<file path="src/rtl/program_loader_pkg.sv">
// Shared state encoding and constants for the program loader.
package program_loader_pkg;

  typedef enum logic [2:0] {
    IDLE,
    LEN_HI_WAIT,
    LEN_LO,
    W_HI,
    W_LO,
    RUN,
    SEND
  } state_t;

  localparam logic [4:0] HALT_OPCODE  = 5'b00000;
  localparam int         REPORT_BYTES = 4;

  function automatic logic [15:0] sat_inc(
    input logic [15:0] v
  );
    return (v == 16'hFFFF) ? v : v + 16'd1;
  endfunction

endpackage

</file>
<file path="src/rtl/program_loader_tx_serializer.sv">
// Sends a 32-bit report as 4 UART bytes, MSB first,
// one tx_start per byte and waiting on tx_done in between.
module program_loader_tx_serializer
  import program_loader_pkg::*;
(
  input  logic        clk,
  input  logic        reset,
  input  logic        start,
  input  logic [31:0] report,
  input  logic        tx_done,
  output logic        tx_start,
  output logic [7:0]  tx_data,
  output logic        done
);

  logic [31:0] shreg;
  logic [1:0]  idx;
  logic        active;

  assign done = active && tx_done &&
                (idx == 2'(REPORT_BYTES - 1));

  always_ff @(posedge clk) begin
    if (!reset) begin
      shreg    <= '0;
      idx      <= '0;
      active   <= 1'b0;
      tx_start <= 1'b0;
      tx_data  <= '0;
    end else begin
      tx_start <= 1'b0;
      if (start) begin
        active   <= 1'b1;
        idx      <= '0;
        shreg    <= report << 8;
        tx_data  <= report[31:24];
        tx_start <= 1'b1;
      end else if (active && tx_done) begin
        if (done) begin
          active <= 1'b0;
        end else begin
          idx      <= idx + 2'd1;
          tx_data  <= shreg[31:24];
          shreg    <= shreg << 8;
          tx_start <= 1'b1;
        end
      end
    end
  end

endmodule

</file>
<file path="src/rtl/program_loader.sv">
// Loads a UART program image into program memory, runs the cpu
// until HALT is fetched, then reports cycle count and PC over UART.
module program_loader
  import program_loader_pkg::*;
#(
  parameter int         ADDR_W    = 11,
  parameter int         DATA_W    = 16,
  parameter int         MEM_DEPTH = 2048,
  parameter logic [4:0] HALT_OP   = HALT_OPCODE
) (
  input  logic              clk,
  input  logic              reset,
  input  logic [7:0]        rx_data,
  input  logic              rx_done,
  output logic [7:0]        tx_data,
  output logic              tx_start,
  input  logic              tx_done,
  output logic              pm_we,
  output logic [ADDR_W-1:0] pm_addr,
  output logic [DATA_W-1:0] pm_wdata,
  output logic              cpu_reset,
  input  logic [ADDR_W-1:0] cpu_pc,
  input  logic [DATA_W-1:0] cpu_instr,
  output logic              busy
);

  state_t      state, state_nx;
  logic [7:0]  len_hi, w_hi;
  logic [15:0] n_words, idx, cyc;
  logic [31:0] report;
  logic        halt, in_range;
  logic        ser_start, ser_done;
  logic        unused_ok;

  assign halt      = cpu_instr[DATA_W-1 -: 5] == HALT_OP;
  assign unused_ok = ^cpu_instr[DATA_W-6:0];
  assign in_range  = {1'b0, idx} < 17'(MEM_DEPTH);
  assign busy      = state != IDLE;
  assign ser_start = (state == RUN) && halt;
  assign report    = {cyc, 16'(cpu_pc)};

  always_ff @(posedge clk) begin
    if (!reset) state <= IDLE;
    else        state <= state_nx;
  end

  always_comb begin
    state_nx = state;
    unique case (state)
      IDLE:   if (rx_done) state_nx = LEN_LO;
      LEN_LO: if (rx_done)
                state_nx = ({len_hi, rx_data} == 16'd0) ? RUN : W_HI;
      W_HI:   if (rx_done) state_nx = W_LO;
      W_LO:   if (rx_done)
                state_nx = (idx + 16'd1 == n_words) ? RUN : W_HI;
      RUN:    if (halt) state_nx = SEND;
      SEND:   if (ser_done) state_nx = IDLE;
      default: state_nx = IDLE;
    endcase
  end

  // Out-of-range words still advance idx so framing stays aligned
  always_ff @(posedge clk) begin
    if (!reset) begin
      len_hi    <= '0;
      w_hi      <= '0;
      n_words   <= '0;
      idx       <= '0;
      cyc       <= '0;
      pm_we     <= 1'b0;
      pm_addr   <= '0;
      pm_wdata  <= '0;
      cpu_reset <= 1'b0;
    end else begin
      pm_we     <= 1'b0;
      cpu_reset <= state_nx == RUN;
      if (state == IDLE && rx_done)
        len_hi <= rx_data;
      if (state == LEN_LO && rx_done) begin
        n_words <= {len_hi, rx_data};
        idx     <= '0;
      end
      if (state == W_HI && rx_done)
        w_hi <= rx_data;
      if (state == W_LO && rx_done) begin
        pm_we    <= in_range;
        pm_addr  <= idx[ADDR_W-1:0];
        pm_wdata <= DATA_W'({w_hi, rx_data});
        idx      <= idx + 16'd1;
      end
      if (state != RUN) cyc <= '0;
      else if (!halt)   cyc <= sat_inc(cyc);
    end
  end

  program_loader_tx_serializer u_ser (
    .clk      (clk),
    .reset    (reset),
    .start    (ser_start),
    .report   (report),
    .tx_done  (tx_done),
    .tx_start (tx_start),
    .tx_data  (tx_data),
    .done     (ser_done)
  );

endmodule

</file>
<file path="config.mk">
export PLATFORM = sky130hd
export DESIGN_NAME = program_loader
export DESIGN_NICKNAME = d
export VERILOG_FILES = /design/src/rtl/program_loader_pkg.sv /design/src/rtl/program_loader_tx_serializer.sv /design/src/rtl/program_loader.sv
export SDC_FILE = /design/constraint.sdc
export NUM_CORES = 1
export LEC_CHECK = 0
export CELL_PAD_IN_SITES_DETAIL_PLACEMENT = 2
export CELL_PAD_IN_SITES_GLOBAL_PLACEMENT = 2
export CORE_MARGIN = 2
export CORE_UTILIZATION = 35
export CTS_BUF_LIST = sky130_fd_sc_hd__clkbuf_4 sky130_fd_sc_hd__clkbuf_8 sky130_fd_sc_hd__clkbuf_16
export CTS_CLUSTER_DIAMETER = 50
export CTS_CLUSTER_SIZE = 30
export DETAILED_ROUTE_END_ITERATION = 8
export MAX_ROUTING_LAYER = met4
export PLACE_DENSITY_LB_ADDON = 0.05
export SLEW_MARGIN = 20
export SYNTH_ARGS = -nofsm -noshare
export SYNTH_HDL_FRONTEND = slang
export SYNTH_SLANG_ARGS = --single-unit
</file>
<file path="constraint.sdc">
create_clock -name clk -period 5.7 [get_ports clk]
set_input_delay 0.855 -clock clk [delete_from_list [all_inputs] [get_ports clk]]
set_output_delay 0.855 -clock clk [all_outputs]
set_load 0.05 [all_outputs]
</file>
### After elaboration in Yosys (flattened, before gate mapping)

Cells that the tools add are included.

| storage, ports and cells | value |
|---|---|
| register bits | 132 |
| input port bits | 39 |
| logic and storage cells | 79 |
| output and inout port bits | 39 |

| cells by class | value |
|---|---|
| reduce and logical (&&, ||, !) cells | 21 |
| bitwise logic cells | 4 |
| add/subtract/negate cells | 3 |
| muxes and demuxes | 23 |
| eq/ne operators | 11 |
| order comparisons | 1 |

Operators by type and width:

| cell | number |
|---|---|
| $mux 32 | 3 |
| $add 16x1->16 const B | 2 |
| $mux 16 | 2 |
| $mux 3 | 8 |
| $mux 8 | 3 |
| $pmux 3 s6 | 1 |
| $eq 16x16->1 | 1 |
| $eq 16x16->1 const B | 1 |
| $logic_not 16->1 | 1 |
| $lt 16x12->1 const B | 1 |
| $eq 3x3->1 const B | 4 |
| $reduce_and 2->1 | 5 |
| $logic_and 1x1->1 | 7 |
| $eq 3x2->1 const B | 2 |
| $mux 1 | 6 |
| $reduce_bool 2->1 | 3 |
| $logic_not 5->1 | 1 |
| $not 1->1 | 4 |
| $reduce_or 2->1 | 2 |
| $logic_not 3->1 | 1 |
| $ne 3x3->1 const B | 1 |
| $reduce_bool 3->1 | 1 |
| $add 2x1->2 const B | 1 |
| $eq 2x2->1 const B | 1 |
| $ne 2x2->1 const B | 1 |

### Longest topological paths before layout

| logic depth | value |
|---|---|
| word-level depth | 6 |
| mapped depth | 9 |

### Hierarchy

Synthesis repeated with hierarchy kept, for this count alone.

| unflattened totals | value |
|---|---|
| cell total of the unflattened synthesis | 760 |
| area, all modules | 5,870.6 um^2 |

Modules (own cells, without submodules):

| module | times used | sequential area each (um^2) | cells an instance | area an instance (um^2) |
|---|---|---|---|---|
| program_loader | 1 | 1,921.8 | 574 | 4,386.7 |
| program_loader_tx_serializer | 1 | 720.7 | 186 | 1,483.9 |

### Worst setup path after synthesis

OpenSTA, ideal clock, no wires.

| path | value |
|---|---|
| path kind | input to register |
| from | in rx_done |
| to | reg idx[10] |
| arrival time | 2.118 ns |
| path slack | 3.454 ns |
| setup time | 0.128 ns |
| data required time | 5.572 ns |
| stages | 8 |
| cells stage by stage | buf_2 > nand2_1 > or3_1 > buf_2 > nand2_1 > o21ai_0 > a22oi_1 > nor2_1 |

| on the way | value |
|---|---|
| cells in the longest elaborated chain, start to end | 2 |

Ends and longest elaborated chain:

| what | RTL line | source |
|---|---|---|
| start: declaration | program_loader.sv:14 | `input logic rx_done,` |
| $logic_and 1x1->1, on equally long branches | program_loader.sv:85, program_loader.sv:79 |  |
| $mux 16 or $reduce_bool 2->1 (tied branches) | n/a |  |
| end signal: assignment | program_loader.sv:89 | `idx <= idx + 16'd1;` |
| end: declaration | program_loader.sv:29 | `logic [15:0] n_words, idx, cyc;` |

Parallel ways exist; a longest one is shown, timed or not.
A chain may end at the register's enable or synchronous reset.

### Worst setup path after layout

| path | value |
|---|---|
| from | in rx_done |
| to | reg idx[12] |

The elaborated chain is that of the path after synthesis.

==> out/qor.yml <==
outcome:
  status: "finished, final reports clean"
worst_setup_path:
  path_cells: "clkdlybuf4s50_1 > nand2_1 > or3_1 > buf_4 > nand2_1 > o21ai_0 > a22oi_1 > nor2_1"
  critical_path_arrival_ns: 3.70
  slowest_stage: "clkdlybuf4s50_1"
  max_stage_delay_ns: 0.74
  cp.required_ns: 6.00
  start_kind: "input port"
  path_common_cell: "nand2_1"
  cp-end-kind: "flop"
  cp_max_fo: 30
  path_class: "input port to flop"
cells_and_area:
  drive_gt1_share_pct: 6.625
  final_cell_mix: "204 x nand2_1, 132 x dfxtp_1, 65 x clkdlybuf4s50_1"
  diodes: 0
  num-nets-final: 829
  final_util_pct: 44.23
  fin_cells: 1020
  area_delta_synth_final_pct: 23.36
  mostFrequentLayoutCell: "nand2_1"
global_route:
  antenna_found_initial: 0
  busiest_layer: "met2"
  grt_max_degree: 61
  met3_usage_pct: 5.556
  grt.overflow.total: 0
  met1_usage_pct: 29.87
  grtUsageTotal_pct: 24.04
  grt_pass1_vias: 6152
  grt_first_pass_wirelength_um: 33200
  groute.layer.met2.usage_pct: 39.26
timing:
  worst_slack_ns: 2.292
  timing.hold.ws_ns: 0.4587
  hold_viol: 0
  period_minus_slack_ns: 3.408
  fin_skew_ns: 0.01011
  fin_crit_sh_pct: 59.79
  slew_violations: 0
  worstMarginPinSlew_ns: 0.9885
  rsz0062_at_grt: "no"
  relSlewSlack_pct: 34.10
  fmax_mhz: 293.4
  setup_violations: 0
  fin_setup_tns_ns: 0
place:
  gp_congestion: 0.8192
  place_inst: 988
  dp_hpwl_um: 13190
  port-buffer-count: 66
  dp_slack_ns: 1.860
clock_tree:
  clkTransAtPathRegs_ns: 0.06
  cts_tree: "built"
  clk_latency_ns: 0.43
  cts.sinks: 132
  postCtsHoldBufs: 0
  cts_buffer_depth: 2
  cts-root-buf: "clkbuf_16"
  post_cts_buffers: 0
  htreeDepth: 4
  cts_buffers: 17
  ctsResizeCount: 0
route:
  vias_per_cell: 5.466
  ant_nets: 0
  wire_per_inst_um: 19.59
  drtPass1Iterations: 4
  drt_iter0_markers: 243
  num_vias: 5575
  drc: 0
  routed_wl_um: 19980
floorplan:
  design.portCount: 78
  start_util_pct: 35.85
  die_h_um: 134.3
  core_sq_um: 16580
  row_count: 47
  die_w_um: 134.3
  die_area_sq_um: 18050
pwr:
  p_seq_share_pct: 42.9
  p_leak_nw: 2.428
  pwr_density_cell_nw_per_um2: 300.1
  switchingPower_uw: 504.9
  p_comb_share_pct: 4.6
  p_clk_share_pct: 52.4
  sw_frac_of_total_pct: 22.94
  max-vdd-ir-drop_mv: 0.2237
  p_int_mw: 1.696
logic_synthesis:
  synth_edf_count: 0
  synth_ff_type: "dfxtp_1"
  synth_fp_nets: 791
  async_flop_share_pct: 0
  ys_ff_latch: 132
  syn-cell-area_sq_um: 5946
  yosys_warnings: 0
  seq_area_frac_synth_pct: 44.44
  avgSynthCellArea_sq_um: 7.938
  yosysUniqueCellTypes: 57
  syn-instance-count: 749
flow_run:
  max_cap_viol_count: 0
hold_path:
  hold_path.class: "flop to flop"
[metal layers]
metal / up-vias / share of wire, %
li1: 2663 / -
met1: 2789 / 46
met2: 101 / 49
met3: 22 / 3.7
met4: 0 / 1.3
met5: - / 0
[worst paths after layout]
check | from | to | slack, ns | depth (start not counted)
setup reg to reg | idx[0] | state[1] | 2.75 | 8
setup / recovery | rx_done | idx[12] | 2.29 | 8
hold / removal | pm_addr[6] | pm_addr[6] | 0.46 | 2
hold reg to reg | pm_addr[6] | pm_addr[6] | 0.46 | 2
[cell type report]
cell class | count | area, sq um
Clock buffer | 20 | 466.7
Clock inverter | 12 | 153.9
Fill cell | 1867 | 9249
Inverter | 5 | 18.77
Multi-Input combinational cell | 559 | 3077
Sequential cell | 132 | 2643
Tap cell | 220 | 275.3
Timing Repair Buffer | 72 | 700.7
[power by group through the flow]
stage	clock network (mW)	registers, mW	logic, mW
after global routing	1.22	0.946	0.112
after global placement	0	0.963	0.0968
after detailed placement	0	0.964	0.102
final	1.15	0.945	0.102
after CTS	1.17	0.944	0.104
after floorplan	0	0.960	0.0585
[Yosys cell counts, types with 9 or more instances]
master / instances / area share [%]
a21boi_0: 52 / 6.6
a21oi_1: 41 / 3.5
a311oi_1: 20 / 2.9
clkbuf_1: 39 / 2.5
dfxtp_1: 132 / 44
nand2_1: 204 / 13
nand3_1: 25 / 2.1
nand4_1: 12 / 1.3
nor2_1: 58 / 3.7
nor3_1: 12 / 1.0
nor4_1: 9 / 0.95
o21ai_0: 16 / 1.3
xnor2_1: 17 / 2.5
xor2_1: 14 / 2.1
[cell families (layout without fill, tap and decap cells)]
family | after synthesis | after routing | synth area share (%)
flops | 132 | 132 | 44.44
buf+inv | 58 | 109 | 3.998
xor+xnor | 31 | 31 | 4.566
simple gates | 362 | 362 | 27.36
compound gates | 160 | 160 | 18.48
fa+ha+maj | 3 | 3 | 0.6314
mux | 3 | 3 | 0.5261
[flip-flops by register name, summed over array words and instances (netlist names), 2 cells and up]
register,flops
cyc,16
state,3
len_hi,8
n_words,16
w_hi,8
idx,16
pm_wdata,16
pm_addr,11
u_ser.shreg,24
u_ser.idx,2
u_ser.tx_data,8
[worst max-delay path, delay by kind of cell]
kind / cells / cell delay [ns]
simple gates: 4 / 1.32
buf+inv: 2 / 1.12
compound gates: 2 / 0.40
[metrics by stage]
| stage | power (mW) | cell area, sq um |
|---|---|---|
| floorplan | 1.018 | 5946 |
| global placement | 1.060 | 6708 |
| detailed placement | 1.067 | 6708 |
| CTS | 2.223 | 7328 |
| global route | 2.278 | 7335 |
| finish | 2.201 | 7335 |
No activity file was read; power rests on OpenSTA's default activity.
